[config.mk]
export PLATFORM = sky130hd
export DESIGN_NAME = wormhole_output_allocator
export DESIGN_NICKNAME = d
export VERILOG_FILES = /design/src/rtl/wormhole_output_allocator.sv
export SDC_FILE = /design/constraint.sdc
export NUM_CORES = 1
export LEC_CHECK = 0
export CAP_MARGIN = 10
export CORE_AREA = 2 2 97 99
export CTS_BUF_LIST = sky130_fd_sc_hd__clkbuf_4
export CTS_CLUSTER_SIZE = 16
export DETAILED_ROUTE_END_ITERATION = 12
export DIE_AREA = 0 0 99 101
export GPL_ROUTABILITY_DRIVEN = 0
export PLACE_DENSITY_LB_ADDON = 0.2
export SETUP_SLACK_MARGIN = 0.05
export SLEW_MARGIN = 5
export SYNTH_ARGS = -nofsm -noshare
export SYNTH_HDL_FRONTEND = slang
export SYNTH_SLANG_ARGS = --single-unit
[constraint.sdc]
create_clock -name clk_i -period 5.4 [get_ports clk_i]
set_input_delay 1.08 -clock clk_i [delete_from_list [all_inputs] [get_ports clk_i]]
set_output_delay 1.08 -clock clk_i [all_outputs]
set_load 0.005 [all_outputs]
[src/rtl/wormhole_output_allocator.sv]
// ---------------------------------------------------------------------------
// wormhole_output_allocator
//
// Per-output-port allocator for a wormhole-switched NoC router. One input
// port is granted exclusive ownership of this output from the head flit up
// to the tail flit. Between packets a work-conserving round-robin pointer
// picks the next owner: idle requesters are skipped within the same
// arbitration, so no cycle is spent on an empty slot.
//
// Ports
//   clk_i     clock, rising edge
//   rst_ni    asynchronous active-low reset
//   req_i     [IN_N]        input i presents a flit routed to this output
//   last_i    [IN_N]        flit on input i is a tail flit (valid with req_i)
//   ready_i                 downstream link accepts a flit this cycle
//   grant_o   [IN_N]        registered one-hot (or zero) owner
//   sel_o     [$clog2(IN_N)] registered binary owner index, holds when idle
//   ack_o     [IN_N]        grant_o gated by ready_i; input pops on ack & req
//   valid_o                 owner currently presents a flit
//   busy_o                  registered, high while a packet holds the output
//   err_o                   sticky: a packet ran past MAX_PKT_LEN flits
// ---------------------------------------------------------------------------
module wormhole_output_allocator #(
    parameter int IN_N        = 5,
    parameter int MAX_PKT_LEN = 16,
    localparam int SEL_W      = (IN_N > 1) ? $clog2(IN_N) : 1,
    localparam int CNT_W      = (MAX_PKT_LEN > 1) ? $clog2(MAX_PKT_LEN + 1) : 1
) (
    input  logic             clk_i,
    input  logic             rst_ni,
    input  logic [IN_N-1:0]  req_i,
    input  logic [IN_N-1:0]  last_i,
    input  logic             ready_i,
    output logic [IN_N-1:0]  grant_o,
    output logic [SEL_W-1:0] sel_o,
    output logic [IN_N-1:0]  ack_o,
    output logic             valid_o,
    output logic             busy_o,
    output logic             err_o
);

    typedef enum logic {
        IDLE   = 1'b0,
        LOCKED = 1'b1
    } state_e;

    // Registered state (_p1) and its next-cycle value (_p0).
    state_e             state_p1, state_p0;
    logic [SEL_W-1:0]   ptr_p1,   ptr_p0;
    logic [CNT_W-1:0]   cnt_p1,   cnt_p0;
    logic [IN_N-1:0]    grant_p1, grant_p0;
    logic [SEL_W-1:0]   sel_p1,   sel_p0;
    logic               busy_p1,  busy_p0;
    logic               err_p1,   err_p0;

    logic               xfer;
    logic               owner_tail;
    logic               len_limit;
    logic [SEL_W:0]     pick;
    logic               pick_found;
    logic [SEL_W-1:0]   pick_idx;

    // Round-robin search: first requester at or after 'start', wrapping.
    // Returns {found, index}. Because the search walks every offset in one
    // pass, requesters that are idle simply cost nothing.
    function automatic logic [SEL_W:0] rr_pick(
        input logic [IN_N-1:0]  req,
        input logic [SEL_W-1:0] start
    );
        logic             found;
        logic [SEL_W-1:0] idx;
        logic [SEL_W-1:0] cand;
        int               c;
        found = 1'b0;
        idx   = '0;
        for (int off = 0; off < IN_N; off++) begin
            c = int'(start) + off;
            if (c >= IN_N) begin
                c = c - IN_N;
            end
            cand = SEL_W'(c);
            if (!found && req[cand]) begin
                found = 1'b1;
                idx   = cand;
            end
        end
        return {found, idx};
    endfunction

    // Index following 'i', modulo IN_N. Used to demote the releasing owner.
    function automatic logic [SEL_W-1:0] wrap_inc(input logic [SEL_W-1:0] i);
        if (i == SEL_W'(IN_N - 1)) begin
            return '0;
        end
        return i + SEL_W'(1);
    endfunction

    function automatic logic [IN_N-1:0] onehot(input logic [SEL_W-1:0] i);
        logic [IN_N-1:0] v;
        v = '0;
        v[i] = 1'b1;
        return v;
    endfunction

    // Combinational handshake toward the inputs and the downstream link.
    // Only the registered grant feeds these; req_i never reaches grant_o
    // within a cycle.
    assign ack_o      = grant_p1 & {IN_N{ready_i}};
    assign valid_o    = |(grant_p1 & req_i);
    assign xfer       = valid_o & ready_i;
    // Tail flag is taken only from the owner; other inputs' last_i are masked.
    assign owner_tail = |(grant_p1 & last_i);
    assign len_limit  = (cnt_p1 == CNT_W'(MAX_PKT_LEN - 1));

    assign pick       = rr_pick(req_i, ptr_p1);
    assign pick_found = pick[SEL_W];
    assign pick_idx   = pick[SEL_W-1:0];

    always_comb begin
        state_p0 = state_p1;
        ptr_p0   = ptr_p1;
        cnt_p0   = cnt_p1;
        grant_p0 = grant_p1;
        sel_p0   = sel_p1;
        busy_p0  = busy_p1;
        err_p0   = err_p1;

        unique case (state_p1)
            IDLE: begin
                if (pick_found) begin
                    state_p0 = LOCKED;
                    grant_p0 = onehot(pick_idx);
                    sel_p0   = pick_idx;
                    busy_p0  = 1'b1;
                    cnt_p0   = '0;
                end else begin
                    grant_p0 = '0;
                end
            end
            LOCKED: begin
                // Bubbles (owner req low) and backpressure hold everything.
                if (xfer) begin
                    if (owner_tail || len_limit) begin
                        // Tail and overlong packets release the same way;
                        // only the overlong case flags an error.
                        state_p0 = IDLE;
                        grant_p0 = '0;
                        busy_p0  = 1'b0;
                        cnt_p0   = '0;
                        ptr_p0   = wrap_inc(sel_p1);
                        if (!owner_tail) begin
                            err_p0 = 1'b1;
                        end
                    end else begin
                        cnt_p0 = cnt_p1 + CNT_W'(1);
                    end
                end
            end
            default: begin
                state_p0 = IDLE;
            end
        endcase
    end

    // ---- stage boundary: allocator state registers ----
    always_ff @(posedge clk_i or negedge rst_ni) begin
        if (!rst_ni) begin
            state_p1 <= IDLE;
            ptr_p1   <= '0;
            cnt_p1   <= '0;
            grant_p1 <= '0;
            sel_p1   <= '0;
            busy_p1  <= 1'b0;
            err_p1   <= 1'b0;
        end else begin
            state_p1 <= state_p0;
            ptr_p1   <= ptr_p0;
            cnt_p1   <= cnt_p0;
            grant_p1 <= grant_p0;
            sel_p1   <= sel_p0;
            busy_p1  <= busy_p0;
            err_p1   <= err_p0;
        end
    end

    assign grant_o = grant_p1;
    assign sel_o   = sel_p1;
    assign busy_o  = busy_p1;
    assign err_o   = err_p1;

endmodule

### Word-level counts from Yosys, hierarchy flattened

Index checks and enable logic that the tools add are counted.

| storage, ports and cells | value |
|---|---|
| register bits after elaboration | 19 |

| cells by class | value |
|---|---|
| muxes and demuxes | 49 |
| equal/unequal tests | 5 |
| add/subtract/negate cells | 11 |
| reductions and logical operators | 18 |
| bitwise gates (word level) | 6 |
| $lt $le $gt $ge | 12 |

Operators by type and width:

| kind | number |
|---|---|
| 3-bit 2-to-1 mux | 12 |
| 5-bit 2-to-1 mux | 6 |
| 3-bit by 4-bit < comparator with 1-bit output, second input constant | 6 |
| 1-bit 2-to-1 mux | 21 |
| 5-bit case mux with 2 select lines | 2 |
| 4-bit by 3-bit greater-or-equal comparator with 1-bit output, second input constant | 4 |
| 5-bit AND | 3 |
| 1-bit binary-select mux with 3-bit select | 5 |
| 3-bit subtractor, second input constant | 5 |
| 5-bit OR reduction | 2 |
| 3-bit by 2-bit adder with 4-bit output, second input constant | 2 |
| 2-bit AND reduction | 3 |
| 3-bit AND reduction | 2 |
| 5-bit by 1-bit adder with 5-bit output, second input constant | 1 |
| 5-bit by 4-bit equality test with 1-bit output, second input constant | 1 |
| 1-bit logical AND | 5 |
| 3-bit by 1-bit adder with 4-bit output, second input constant | 1 |
| 3-bit by 3-bit adder with 4-bit output, second input constant | 1 |
| 1-bit zero test | 4 |
| 2-bit by 1-bit inequality test with 1-bit output, second input constant | 2 |
| 1-bit case mux with 2 select lines | 2 |
| 4-bit AND reduction | 1 |
| 3-bit by 1-bit adder with 3-bit output, second input constant | 1 |
| 1-bit demux with 3-bit select | 1 |
| 7 further kinds | 8 |

### Longest topological paths before layout

Gate-level depths: netlist of the first run.

| depth | value |
|---|---|
| depth after elaboration | 23 |
| gate-level depth with buffers | 14 |
| mapped depth without buffers | 12 |

### Least setup slack after synthesis of the first run

Ideal clock, no wire load.

| path | value |
|---|---|
| path type | reg2reg |
| start point | reg ptr_p1[1] |
| end point | reg cnt_p1[0] |
| setup time | 128 ps |
| clock period less this slack | 3633 ps |
| slack | 1767 ps |
| path buffers | 3 |
| data arrival time | 3506 ps |
| stages on the path, launching flop included | 15 |
| cell sequence | dfrtp_1 -> clkbuf_1 -> inv_1 -> ha_1 -> ha_1 -> clkbuf_1 -> and2_1 -> a32o_1 -> nand3_1 -> nand3_1 -> or4_1 -> buf_2 -> o21bai_4 -> a21boi_4 -> mux2_1 |

| between the ends | value |
|---|---|
| longest elaborated chain between the ends | 19 |
| elaborated cells on any way between the ends | 44 |
| classes of those cells | add/sub (9); order compare (5); eq/ne (1); mux (20); reduce/logical (9) |

Ends and longest elaborated chain:

| element | RTL line | text |
|---|---|---|
| start: declaration | 49 | `logic [SEL_W-1:0] ptr_p1, ptr_p0;` |
| start signal: assignment | 177 | `ptr_p1 <= ptr_p0;` |
| parallel branches: the longest is 16 deep, another holds 3-bit by 1-bit adder with 4-bit output | -- |  |
| 1-bit 2-to-1 mux * | 82 | `if (!found && req[cand]) begin` |
| 2-bit inequality test (no source line) * | -- |  |
| 2-bit AND reduction (no source line) * | -- |  |
| end signal: assignment | 178 | `cnt_p1 <= cnt_p0;` |
| end: declaration | 50 | `logic [CNT_W-1:0] cnt_p1, cnt_p0;` |

Every way passes the cells marked *. The select of a mux whose other input is x is not followed.
A chain may end at the register's enable or synchronous reset.

### Final worst setup path of the first run

| path | value |
|---|---|
| start point | reg ptr_p1[0] |
| end point | reg cnt_p1[0] |

Same word-level chain as after synthesis.

==> results of run 1 <==
## layer usage
metal  wire length, um  GRT usage, %
met1              3130          18.5
met2              2710          19.2
met3               192         0.902
met4                39          3.06
met5                 0             0
## cell type report
cell class              count  area share [%]
well taps                 111            5.48
repair buffers             31            12.0
inverters                  12            1.78
clock inverters             1           0.198
flip-flops and latches     19            18.8
multi-input cells         218            60.9
clock buffers               3           0.889
## per-stage QoR
step	setup WS [ns]	cell area (um^2)	hold slack, ns	instances
after CTS	1.31	2530	0.495	395
after global routing	1.06	2530	0.503	395
after global placement	1.26	2510	0.467	391
final	1.34	2530	0.486	395
after detailed placement	1.24	2510	0.463	391
after floorplan	1.77	2160	0.438	267
## cells in the mapped netlist, drive strengths merged, types with 5 or more instances
cell | count | area [um^2]
nand2 | 35 | 134
dfrtp | 19 | 475
a21oi | 14 | 70.1
o21ai | 13 | 65.1
buf | 11 | 72.6
ha | 11 | 138
inv | 11 | 41.3
nor2 | 10 | 40.0
a21o | 9 | 67.6
and2 | 9 | 56.3
nand2b | 8 | 50.1
clkbuf | 7 | 27.5
nand3 | 7 | 35.0
nand3b | 7 | 52.6
a31oi | 5 | 37.5
and3 | 5 | 31.3
mux2i | 5 | 50.1
nor2b | 5 | 31.3
or3b | 5 | 43.8
## cell families (layout without fill, tap and decap cells)
group | count (synthesis) | count (layout) | share of synthesized area, %
XOR/XNOR | 2 | 2 | 0.809
AND/OR/NAND/NOR | 112 | 112 | 29.0
buffers and inverters | 30 | 47 | 6.70
multiplexers | 11 | 11 | 6.47
adder cells (fa/ha/maj) | 12 | 12 | 7.28
AO/OA/AOI/OAI | 81 | 81 | 27.8
flip-flops | 19 | 19 | 22.0
## registers in the layout (all words and copies together) (netlist names)
name	flops
grant_o	5
state_p1	1
err_o	1
sel_o	3
cnt_p1	5
ptr_p1	3
busy_o	1
## report_power, final
part | internal, mW | switching, mW | leakage, nW | total, mW
clock network | 0.0275 | 0.0447 | 0.0177 | 0.0722
logic | 0.527 | 0.748 | 0.791 | 1.28
registers | 0.191 | 0.0586 | 0.241 | 0.249
## worst paths after layout
| check | from | endpoint | slack, ns |
|---|---|---|---|
| worst max register to register | ptr_p1[0] | cnt_p1[0] | 1.34 |
| worst max-delay path | ptr_p1[0] | cnt_p1[0] | 1.34 |
| worst min register to register | err_o | err_o | 0.49 |
| min in group asynchronous | rst_ni | cnt_p1[1] | 1.26 |
| worst min-delay path | err_o | err_o | 0.49 |
| max in group asynchronous | rst_ni | grant_o[4] | 3.62 |
## critical path: stages (launching register included)
cell	delay, ns
dfrtp_1	0.36
clkinv_1	0.31
ha_1	0.92
mux4_2	0.60
a32o_1	0.27
a221o_1	0.38
nor2_2	0.16
nand2_2	0.11
o21bai_4	0.26
a21boi_4	0.25
mux2_1	0.33
==> run_results.csv, run 1 <==
group,metric,value,unit
synth,synth_ff_type,"dfrtp_1",
timing,finalHoldViolCount,0,
final_layout,area_delta_synth_final,17.1,%
final_layout,multiInputGateArea,0.00154,mm^2
timing,worst_slew_pin_slew,0.847,ns
synth,yosysUniqueCellTypes,67,
timing,min_period_over_period,75.3,%
critical_path,crit_arrival,4.25,ns
die,die_area,0.0100,mm^2
grt,grt_max_degree,38,
synth,syn_area_per_cell,8.11,um^2
synth,syn-cell-area,0.00216,mm^2
final_layout,final_common_cell,"nand2_1",
synth,synth_fp_nets,292,
grt,grt_pass1_wl,10.3,mm
die,initial_core_util,24.1,%
power,ir_drop,0.185,mV
grt,grt_pass1_vias,1958,
timing,setup_viol,0,
die,rows,35,
timing,relSlewSlack,43.3,%
clock_network,clkLatencyLatePin,0.29,ns
detailed_routing,num_vias,2045,
run,timing.max_cap.violations,0,
outcome,status,"complete, no violations",
detailed_routing,drtPass1Iterations,4,
die,die_h,101,um
placed_design,io_buffers,28,
clock_network,clock-sinks,19,
detailed_routing,drc,0,
clock_network,clockBufferDepth,2,
critical_path,r2r_cells,10,
final_layout,ff_latch_area,475,um^2
detailed_routing,routed_wl,6.07,mm
final_layout,drive_above_1_share,7.04,%
power,power.total,1.60,mW
timing,rsz0062_at_grt,"false",
critical_path,end_kind,"register",
die,core-area,0.00898,mm^2
detailed_routing,drtAntennaViolNets,0,
critical_path,cp_data_required_time,5.59,ns
final_layout,final_cell_mix,"nand2_1, clkdlybuf4s50_1, dfrtp_1, a21oi_1",
worst_hold_path,whs_path_depth,1,
power,p_leak,1.05,nW
placed_design,dp_hpwl,4.40,mm
final_layout,n_antenna_cell,0,
grt,antenna_found_initial,0,
critical_path,cp_max_fo,23,
clock_network,h-tree-depth,1,
timing,slew_viol_final,0,
detailed_routing,wl_per_cell,15.4,um
clock_network,root_buffer,"clkbuf_4",
clock_network,cts_setup_buffers,0,
timing,finClkSkew,0.00174,ns
grt,grt_overflow,0,
final_layout,final_nets,310,
die,dieWidth,99,um
worst_hold_path,hold_class,"reg2reg",
timing,finalSetupTns,0,ns
synth,seq_area_frac_synth,22.0,%
synth,syn_inst,267,
timing,max_freq,0.246,GHz
critical_path,timing.critical_path.from_type,"register",
power,power_density,630,mW/mm^2
clock_network,cts_tree,"yes",
synth,yosysWarningCount,0,
final_layout,fillers,969,
final_layout,finish.utilization,28.2,%
clock_network,cts_buffers,3,
detailed_routing,drt_iter0_markers,102,
synth,synth-edff-count,0,
clock_network,cts_resized,0,
synth,synth-seq-cells,19,
die,io_pins,29,
timing,fin_crit,4.06,ns
clock_network,ctsHoldBuffers,0,
clock_network,clkTransAtPathRegs,0.11,ns
detailed_routing,via_per_inst,5.18,
synth,synthArstFlopShare,100,%
grt,grtUsageTotal,12.4,%
critical_path,setup.worst_path.class,"reg2reg",
No activity file was read; power rests on OpenSTA's default activity.
==> inputs of run 2 (changes only) <==
clock period = 4 ns   (was 5.4 ns; I/O delays follow)
==> run 2 against run 1 <==
Against the previous run:
- non-clock buffer count up 8
- final area grew 2.5%
- cell count up 2.0%
- via count rose by 4.5%
- clock power is 50% higher
- die area is the same
==> run_results.csv, run 2 (same netlist as run 1, synthesis figures left out) <==
group,metric,value,unit
placed_design,io_buffers,28,
die,io_pins,29,
timing,worst_slew_pin_slew,0.894,ns
clock_network,ctsHoldBuffers,0,
grt,grt_pass1_vias,2098,
final_layout,area_delta_synth_final,19.9,%
power,ir_drop,0.258,mV
clock_network,clock-sinks,19,
detailed_routing,num_vias,2138,
clock_network,clkTransAtPathRegs,0.12,ns
clock_network,cts_tree,"yes",
timing,rsz0062_at_grt,"false",
detailed_routing,drc,0,
die,dieWidth,99,um
placed_design,dp_hpwl,4.77,mm
timing,fin_crit,3.50,ns
final_layout,finish.utilization,28.9,%
final_layout,fin_area,0.00260,mm^2
final_layout,final_cell_mix,"nand2_1, clkdlybuf4s50_1, dfrtp_1, a21oi_1",
detailed_routing,wl_per_cell,15.7,um
final_layout,n_antenna_cell,0,
detailed_routing,drt_iter0_markers,87,
die,rows,35,
critical_path,cp_data_required_time,4.20,ns
timing,relSlewSlack,40.2,%
clock_network,cts_buffers,3,
grt,grt_max_degree,36,
critical_path,end_kind,"register",
detailed_routing,routed_wl,6.32,mm
run,timing.max_cap.violations,0,
timing,finalHoldViolCount,0,
clock_network,cts_resized,0,
power,power_density,863,mW/mm^2
critical_path,crit_arrival,3.70,ns
grt,grt_pass1_wl,10.6,mm
timing,finalSetupTns,0,ns
critical_path,cp_max_fo,6,
die,die_h,101,um
die,die_area,0.0100,mm^2
timing,finClkSkew,0.00569,ns
critical_path,setup.worst_path.class,"reg2reg",
worst_hold_path,hold_class,"reg2reg",
grt,grt_overflow,0,
grt,grtUsageTotal,12.7,%
power,power.total,2.24,mW
final_layout,final_common_cell,"nand2_1",
clock_network,clockBufferDepth,2,
clock_network,root_buffer,"clkbuf_4",
timing,max_freq,0.286,GHz
placed_design,place_area,0.00257,mm^2
die,core-area,0.00898,mm^2
critical_path,timing.critical_path.from_type,"register",
final_layout,final_cells,403,
power,p_leak,1.09,nW
final_layout,fillers,972,
grt,antenna_found_initial,0,
clock_network,cts_setup_buffers,0,
clock_network,clkLatencyLatePin,0.30,ns
die,initial_core_util,24.1,%
detailed_routing,drtAntennaViolNets,0,
timing,setup_viol,0,
detailed_routing,via_per_inst,5.31,
timing,min_period_over_period,87.5,%
outcome,status,"complete, no violations",
clock_network,h-tree-depth,1,
timing,slew_viol_final,0,
final_layout,drive_above_1_share,9.59,%
final_layout,final_nets,318,
placed_design,dp_cells,399,
detailed_routing,drtPass1Iterations,4,
-- run 2: cell types whose count changed in the layout (fill, tap and decap cells not counted), sizes merged --
cell / before / now
buf: 3 / 11
clkbuf: 3 / 4
clkinv: 2 / 1
-- run 2: layout make-up --
class	instances	area, um^2	area share (%)
Timing Repair Buffer	39	363	14.0
Sequential cell	19	475	18.3
Clock buffer	4	30.0	1.16
Multi-Input combinational cell	218	1540	59.5
Tap cell	111	139	5.35
Inverter	12	45.0	1.73
-- run 2: where the power goes --
part	leakage [nW]	total, mW	internal, mW	switching (mW)
logic	0.829	1.78	0.766	1.02
clock network	0.0184	0.108	0.0456	0.0626
registers	0.241	0.350	0.258	0.0922
total	1.09	2.24	1.07	1.17
-- run 2: metal layers --
layer,track usage (%),part of all wire [%]
met3,0.971,2.2
met1,18.4,51
met5,0,0
met2,21.4,47
met4,1.37,0.22
-- run 2: worst paths after layout --
| path | from | endpoint | slack [ns] | cells after the start |
|---|---|---|---|---|
| min | cnt_p1[3] | cnt_p1[3] | 0.48 | 1 |
| min in group asynchronous | rst_ni | cnt_p1[3] | 0.99 | 1 |
| max reg2reg | ptr_p1[1] | cnt_p1[4] | 0.50 | 11 |
| max in group asynchronous | rst_ni | err_o | 2.46 | 1 |
| max | ptr_p1[1] | cnt_p1[4] | 0.50 | 11 |
| min reg2reg | cnt_p1[3] | cnt_p1[3] | 0.48 | 1 |
-- run 2: per-stage QoR --
stage / worst slack (ns) / hold WS (ns)
3_5_place_dp: 0.316 / 0.466
2_1_floorplan: 0.367 / 0.438
3_3_place_gp: 0.354 / 0.467
4_1_cts: 0.500 / 0.486
6_report: 0.499 / 0.482
5_1_grt: 0.252 / 0.513
-- run 2: critical path, cell delays in order, from the launching register on --
cell	delay, ns
dfrtp_1	0.50
inv_1	0.17
ha_1	0.29
ha_1	0.34
and2_1	0.17
a32o_1	0.22
nand3_1	0.08
nand3_1	0.13
or4_1	0.71
o21bai_4	0.21
a21boi_4	0.23
mux2_1	0.33
